`config.mk`:
```
export PLATFORM = sky130hd
export DESIGN_NAME = midi_voice_alloc
export DESIGN_NICKNAME = d
export VERILOG_FILES = /design/src/rtl/midi_voice_alloc.sv
export SDC_FILE = /design/constraint.sdc
export NUM_CORES = 1
export LEC_CHECK = 0
export CORE_ASPECT_RATIO = 1.1
export CORE_MARGIN = 1.5
export CORE_UTILIZATION = 35
export CTS_CLUSTER_SIZE = 28
export DETAILED_ROUTE_END_ITERATION = 12
export MAX_ROUTING_LAYER = met4
export PLACE_DENSITY = 0.47
export SYNTH_ARGS = -nofsm -noshare
export SYNTH_HDL_FRONTEND = slang
export SYNTH_SLANG_ARGS = --single-unit
export TNS_END_PERCENT = 10
```
`constraint.sdc`:
```
create_clock -name clk -period 5.05 [get_ports clk]
set_input_delay 1.2625 -clock clk [delete_from_list [all_inputs] [get_ports clk]]
set_output_delay 1.2625 -clock clk [all_outputs]
set_load 0.01 [all_outputs]
```
`src/rtl/midi_voice_alloc.sv`:
```
// midi_voice_alloc: parses Note-On/Note-Off on one MIDI channel and allocates
// voice slots in a downstream note register file. It emits one-cycle writes
// (addr/din/write_en) and sweeps every slot to zero after reset, because the
// register file has no reset of its own.
// Optional feature macro: VOICE_STEAL_EN. When it is defined, a Note-On that
// finds no free slot overwrites the slot at a round-robin steal pointer.
// When it is undefined, such a Note-On is dropped.
module midi_voice_alloc #(
    parameter int NUM_VOICES = 4,
    parameter int CHANNEL    = 0
) (
    input  logic        clk,
    input  logic        reset_n,
    input  logic [7:0]  midi_byte,
    input  logic        byte_valid,
    output logic        byte_ready,
    output logic [4:0]  addr,
    output logic [13:0] din,
    output logic        write_en,
    output logic        dropped
);

    typedef enum logic [2:0] {
        CLEAR, STATUS, DATA1, DATA2, SEARCH, WRITE, DROP
    } state_t;

    localparam logic [5:0] NV   = 6'(NUM_VOICES);
    localparam logic [5:0] LAST = 6'(NUM_VOICES - 1);
    localparam logic [3:0] CH   = 4'(CHANNEL);

    state_t      state, state_d;
    logic [5:0]  idx, idx_d;          // clear-sweep index / search index
    logic        rs_valid, rs_valid_d; // running status holds a note message
    logic        rs_on, rs_on_d;       // running status is Note-On (else Note-Off)
    logic [6:0]  note, note_d;
    logic [6:0]  vel, vel_d;

    logic        wr_en_d, dropped_d;
    logic [4:0]  addr_d;
    logic [13:0] din_d;

    // Shadow copy of what each slot holds; sized for the 5-bit address space.
    logic [31:0] act;
    logic [6:0]  snote [32];
    logic        sh_we, sh_act;
    logic [4:0]  sh_idx;

`ifdef VOICE_STEAL_EN
    logic [4:0]  steal_ptr;
    logic        steal_inc;
`endif

    logic        take, is_rt, is_note, on_eff, hit;
    logic [4:0]  slot;

    // Byte acceptance and message classification.
    assign byte_ready = (state == STATUS) || (state == DATA1) || (state == DATA2);
    assign take       = byte_valid && byte_ready;
    assign is_rt      = (midi_byte >= 8'hF8);
    assign is_note    = (midi_byte[7:5] == 3'b100) && (midi_byte[3:0] == CH);
    assign on_eff     = rs_on && (vel != 7'd0);
    assign slot       = idx[4:0];
    assign hit        = on_eff ? !act[slot] : (act[slot] && (snote[slot] == note));

    // Next-state, parser latches and next values of the registered outputs.
    always_comb begin
        state_d    = state;
        idx_d      = idx;
        rs_valid_d = rs_valid;
        rs_on_d    = rs_on;
        note_d     = note;
        vel_d      = vel;
        wr_en_d    = 1'b0;
        dropped_d  = 1'b0;
        addr_d     = addr;
        din_d      = din;
        sh_we      = 1'b0;
        sh_act     = 1'b0;
        sh_idx     = '0;
`ifdef VOICE_STEAL_EN
        steal_inc  = 1'b0;
`endif
        case (state)
            CLEAR: begin
                if (idx == NV) begin
                    idx_d   = '0;
                    state_d = STATUS;
                end else begin
                    wr_en_d = 1'b1;
                    addr_d  = idx[4:0];
                    din_d   = '0;
                    idx_d   = idx + 6'd1;
                end
            end
            STATUS, DATA1, DATA2: begin
                if (take && !is_rt) begin
                    if (midi_byte[7]) begin
                        // Any status byte (re)starts parsing, even mid-message.
                        if (is_note) begin
                            rs_valid_d = 1'b1;
                            rs_on_d    = midi_byte[4];
                            state_d    = DATA1;
                        end else begin
                            rs_valid_d = 1'b0;
                            state_d    = STATUS;
                        end
                    end else if (state == DATA2) begin
                        vel_d   = midi_byte[6:0];
                        idx_d   = '0;
                        state_d = SEARCH;
                    end else if (state == DATA1 || rs_valid) begin
                        note_d  = midi_byte[6:0];
                        state_d = DATA2;
                    end
                end
            end
            SEARCH: begin
                if (hit) begin
                    state_d = WRITE;
                    wr_en_d = 1'b1;
                    addr_d  = slot;
                    din_d   = on_eff ? {1'b1, vel[6:1], note} : 14'd0;
                    sh_we   = 1'b1;
                    sh_idx  = slot;
                    sh_act  = on_eff;
                end else if (idx == LAST) begin
`ifdef VOICE_STEAL_EN
                    if (on_eff) begin
                        state_d   = WRITE;
                        wr_en_d   = 1'b1;
                        addr_d    = steal_ptr;
                        din_d     = {1'b1, vel[6:1], note};
                        sh_we     = 1'b1;
                        sh_idx    = steal_ptr;
                        sh_act    = 1'b1;
                        steal_inc = 1'b1;
                    end else begin
                        state_d   = DROP;
                        dropped_d = 1'b1;
                    end
`else
                    state_d   = DROP;
                    dropped_d = 1'b1;
`endif
                end else begin
                    idx_d = idx + 6'd1;
                end
            end
            WRITE:   state_d = STATUS;
            DROP:    state_d = STATUS;
            default: state_d = CLEAR;
        endcase
    end

    // State, parser and output registers; reset restarts the clear sweep.
    always_ff @(posedge clk) begin
        if (!reset_n) begin
            state    <= CLEAR;
            idx      <= '0;
            rs_valid <= 1'b0;
            rs_on    <= 1'b0;
            note     <= '0;
            vel      <= '0;
            write_en <= 1'b0;
            dropped  <= 1'b0;
            addr     <= '0;
            din      <= '0;
        end else begin
            state    <= state_d;
            idx      <= idx_d;
            rs_valid <= rs_valid_d;
            rs_on    <= rs_on_d;
            note     <= note_d;
            vel      <= vel_d;
            write_en <= wr_en_d;
            dropped  <= dropped_d;
            addr     <= addr_d;
            din      <= din_d;
        end
    end

    // Shadow slot state: wiped by reset and by the clear sweep, else follows writes.
    always_ff @(posedge clk) begin
        if (!reset_n || state == CLEAR) begin
            act <= '0;
            for (int i = 0; i < 32; i++) snote[i] <= '0;
        end else if (sh_we) begin
            act[sh_idx]   <= sh_act;
            snote[sh_idx] <= note;
        end
    end

`ifdef VOICE_STEAL_EN
    // Round-robin steal pointer, advanced after each stolen slot.
    always_ff @(posedge clk) begin
        if (!reset_n) begin
            steal_ptr <= '0;
        end else if (steal_inc) begin
            steal_ptr <= (steal_ptr == LAST[4:0]) ? 5'd0 : steal_ptr + 5'd1;
        end
    end
`endif

endmodule

```
## Word level (Yosys, flattened, before mapping)

Memory sizes are Yosys's and may differ from the RTL's. A register that Yosys moved wholly into a read port is not among the register bits.
Cells that the tools add are included.

- RAM bits: 224
- ROM bits: 0
- Input bits: 11
- Bits in registers: 78
- Logic and storage cells: 119
- Memories: 1
- Output and inout port bits: 22
- Bits in latches: 0

- Magnitude comparators: 4
- Equality and inequality tests: 20
- Reductions and logical operators: 29
- Muxes and demuxes: 49
- $mul: 0
- Bitwise logic cells: 4
- Div/mod/pow operators: 0
- Add/sub/neg operators: 1
- Shifts and indexed selects: 0

Memories:

| memory | words | width | rd ports | clocked after Yosys merged registers in | write ports | line | source |
|---|---|---|---|---|---|---|---|
| snote | 32 | 7 | 1 | 1 | 32 | 44 | `logic [6:0] snote [32];` |

Operators by type and width:

| operator | count |
|---|---|
| $mux 14 | 3 |
| $mux 6 | 6 |
| $mux 5 | 7 |
| $bwmux 32 | 1 |
| $pmux 14 s2 | 1 |
| $mux 3 | 7 |
| $pmux 6 s3 | 1 |
| $mux 1 | 16 |
| $ne 2x2->1 const B | 8 |
| $eq 3x3->1 const B | 4 |
| $lt 5x6->1 const B | 2 |
| $pmux 3 s4 | 1 |
| $reduce_and 4->1 | 3 |
| $pmux 5 s2 | 1 |
| $ge 8x8->1 const B | 1 |
| $eq 7x7->1 | 1 |
| $mux 7 | 1 |
| $reduce_bool 7->1 | 1 |
| $reduce_or 7->1 | 1 |
| $add 6x1->6 const B | 1 |
| $eq 3x2->1 const B | 2 |
| $eq 6x2->1 const B | 1 |
| $eq 6x3->1 const B | 1 |
| $logic_and 1x1->1 | 6 |
| 20 further kinds | 30 |

## Longest topological paths before layout

- Depth after elaboration: 11
- Gate-level depth with buffers: 16
- Gate-level depth less buffers: 9

## Worst setup path after synthesis

No wires, ideal clock.

- Kind: reg-to-reg
- From: register idx[1]
- To: memory snote[29][0], enable pin
- Data arrival time: 3.359 ns
- Setup slack: 1.297 ns
- Data required time: 4.657 ns
- Library setup time: 0.393 ns
- Path buffers: 2
- Stages on the path, launching flop included: 11
- Clock period less this slack: 3.753 ns
- Path through: dfxtp_1 -> buf_2 -> mux4_2 -> mux4_2 -> mux2_2 -> nor2_1 -> nand2_1 -> clkinv_1 -> a21oi_2 -> buf_2 -> o41ai_1

RTL lines:

| item | line | source |
|---|---|---|
| start, declared | 32 | `logic [5:0] idx, idx_d;` |
| start signal, assigned | 170 | `idx <= idx_d;` |
| end, declared | 44 |  |

==> impl_metrics.toml <==
[pwr]
seqPwrFrac_pct = 45.5
power.switching_fraction_pct = 31.52
switchingPower_uw = 2643
p_int_uw = 5743
power.density_nw_per_um2 = 497.1
power_frac_clock_pct = 30.8
irDropWorstVdd_mv = 0.2381
p_leak_uw = 0.005655
comb_power_share_pct = 23.7

[critical_path]
arrival_ns = 4.55
crit_required_ns = 5.29
worstPathMaxFanout = 19
crit_path_end_kind = "register"
crit_type = "register to register"
crit_slowest_cell = "nor2b_1"
crit_path_cell_trace = "nor2b_1 -> a22o_1 -> nor3_1 -> a31oi_1 -> a21oi_1 -> nor4b_2 -> and4_4 -> a21oi_4 -> o31ai_1 -> buf_4"
start_kind = "register"
max_stage_delay_ns = 0.85

[synth]
synthAdderAreaFrac_pct = 0.1700
yosysSeqAreaShare_pct = 56.99
syn_area_per_cell_um2 = 11.25
synth_top_area_share_pct = 45.70
synth_top_family_by_area = "simple AND/OR/NAND/NOR gates"
synth_fp_nets = 1321
synth_edf_count = 224
synth.area.top_cells = "edfxtp_1, dfxtp_1, mux2i_1"
synth_ff_type = "edfxtp_1"
synth_compound_area_share_pct = 9.538
yosys.area_share.simple_pct = 17.67
synth_largest_area_cell = "edfxtp_1"
ys_types = 63
postSynthCellCount = 1308
yosysMostFrequentCell = "edfxtp_1"
ys_top_cells_by_count = "edfxtp_1, nor3_1, mux2i_1"
ys_async_sr_fraction_pct = 0
yosysWarnings = 0
ys_ff_latch = 307
synth_xor_area_share_pct = 0.1190
synth.mux.area_fraction_pct = 10.69
synth_area_um2 = 14720

[route]
drt-vias-per-instance = 5.707
num_vias = 10910
routed_wl_um = 47690
dr.pass1.iters = 5
drc = 0
ant_nets = 0
post_drt_wl_per_cell_um = 24.96
drt_iter0_markers = 951

[layout]
drive_gt1_share_pct = 12.07
num-fill-cells = 4021
area_delta_synth_final_pct = 14.63
n_antenna_cell = 0
fin_nets = 1336

[floorplanning]
fp-row-count = 78
start_util_pct = 35.57
core_area_um2 = 41380
io-pin-count = 33
die_height_um = 218.1
die_w_um = 198.5
die-area_um2 = 43300

[clock_tree]
cts_hold_buf = 0
cts_tree = "built"
clk_path_buf_depth = 3
cts.sinks = 307
postCtsSetupBuffers = 0
htreeDepth = 2
cts-root-buf = "clkbuf_16"
numCtsBuffers = 36
clock_latency_ns = 0.54
clk_pin_slew_ns = 0.06
cts_resized = 0

[placed_design]
gp_congestion = 1.001
dp_hpwl_um = 33540
dp_slack_ns = 0.8639
io_buffers = 32

[sta]
fin_crit_sh_pct = 85.28
rsz0062_at_grt = "false"
fin_crit_ns = 4.307
clock_skew_ns = 0.02333
setup_tns_ns = 0
fmax_ghz = 0.2322
setup_viol = 0
worstMarginPinSlew_ns = 1.030
finalMaxSlewViolations = 0
hold_viol = 0
fin_ws_ns = 0.7433
slew_headroom_pct = 31.15

[status]
status = "completed"

[global_route]
grt_pass1_wl_um = 70880
grt-ovfl-total = 0
grt_max_degree = 68
grt_use_total_pct = 23.02
grt_pass1_vias = 10520
antenna_found_initial = 1

[run]
cap_violations = 0

[hold_path]
hold_class = "register to register"
## critical path: cells and delay by family, from the launching register on
kind	cells	cell delay (ns)
simple gates	4	1.61
compound gates	5	1.56
buf+inv	1	0.26
flops	1	0.57
## layout by cell type, fill, tap and decap left out, drive strengths merged, types with 29 or more instances in the layout
cell	count
a21oi	33
buf	79
clkbuf	52
clkdlybuf4s50	31
dfxtp	83
edfxtp	224
mux2i	129
nand2	109
nand3	38
nor2	47
nor3	190
nor4	60
o21ai	31
o31ai	29
## state kept, by name (all words and copies together), names as in the netlist, named ones only
register / flops
idx: 6
din: 14
act: 32
write_en: 1
vel: 7
rs_valid: 1
state: 3
dropped: 1
snote: 224
rs_on: 1
addr: 5
note: 7
## path summary, 6_finish.rpt
check / from / end / slack [ns] / cells past startpoint
hold / removal: act[10] / act[10] / 0.46 / 2
hold reg to reg: act[10] / act[10] / 0.46 / 2
setup reg to reg: register / snote[9][5] / 0.74 / 10
setup / recovery: register / snote[9][5] / 0.74 / 10
## power groups by stage
stage          clock [uW]  sequential [uW]  combinational (uW)
6_report             2580             3820                1990
5_1_grt              2710             3890                2100
4_1_cts              2620             3830                1990
3_5_place_dp            0             3870                1980
3_3_place_gp            0             3880                1990
2_1_floorplan           0             3670                1290
## per-stage QoR
stage / total power, uW / instances / hold slack (ns) / util (%) / area (um2)
floorplan: 4966 / 1308 / 0.4321 / - / 14720
global placement: 5866 / 1845 / 0.4467 / 37.99 / 15720
detailed placement: 5850 / 1845 / 0.4502 / 37.99 / 15720
CTS: 8430 / 1911 / 0.4629 / 40.77 / 16870
global route: 8702 / 1911 / 0.4887 / 40.77 / 16870
finish: 8387 / 1911 / 0.4600 / 40.77 / 16870
## area by class of cell
type / count / area (um2) / share of cell area (%)
clock buffers: 52 / 1002 / 5.940
clock inverters: 14 / 150.1 / 0.8899
inverters: 11 / 41.29 / 0.2447
multi-input cells: 857 / 5635 / 33.40
flip-flops and latches: 307 / 8392 / 49.74
well taps: 560 / 700.7 / 4.153
repair buffers: 110 / 950.9 / 5.636
## per-layer routing
layer,track usage (%),vias up,share of wire [%]
met2,37.13,321,48
met5,-,-,0
met3,2.521,92,4.3
met1,29.95,5432,44
met4,8.510,0,3.6
li1,-,5061,-
## logic make-up after synthesis
| group | Yosys count |
|---|---|
| AO/OA/AOI/OAI | 198 |
| buffers and inverters | 144 |
| multiplexers | 142 |
| AND/OR/NAND/NOR | 513 |
| XOR/XNOR | 2 |
| adder cells (fa/ha/maj) | 2 |
| flip-flops | 307 |
(Power assumes the default switching activity.)
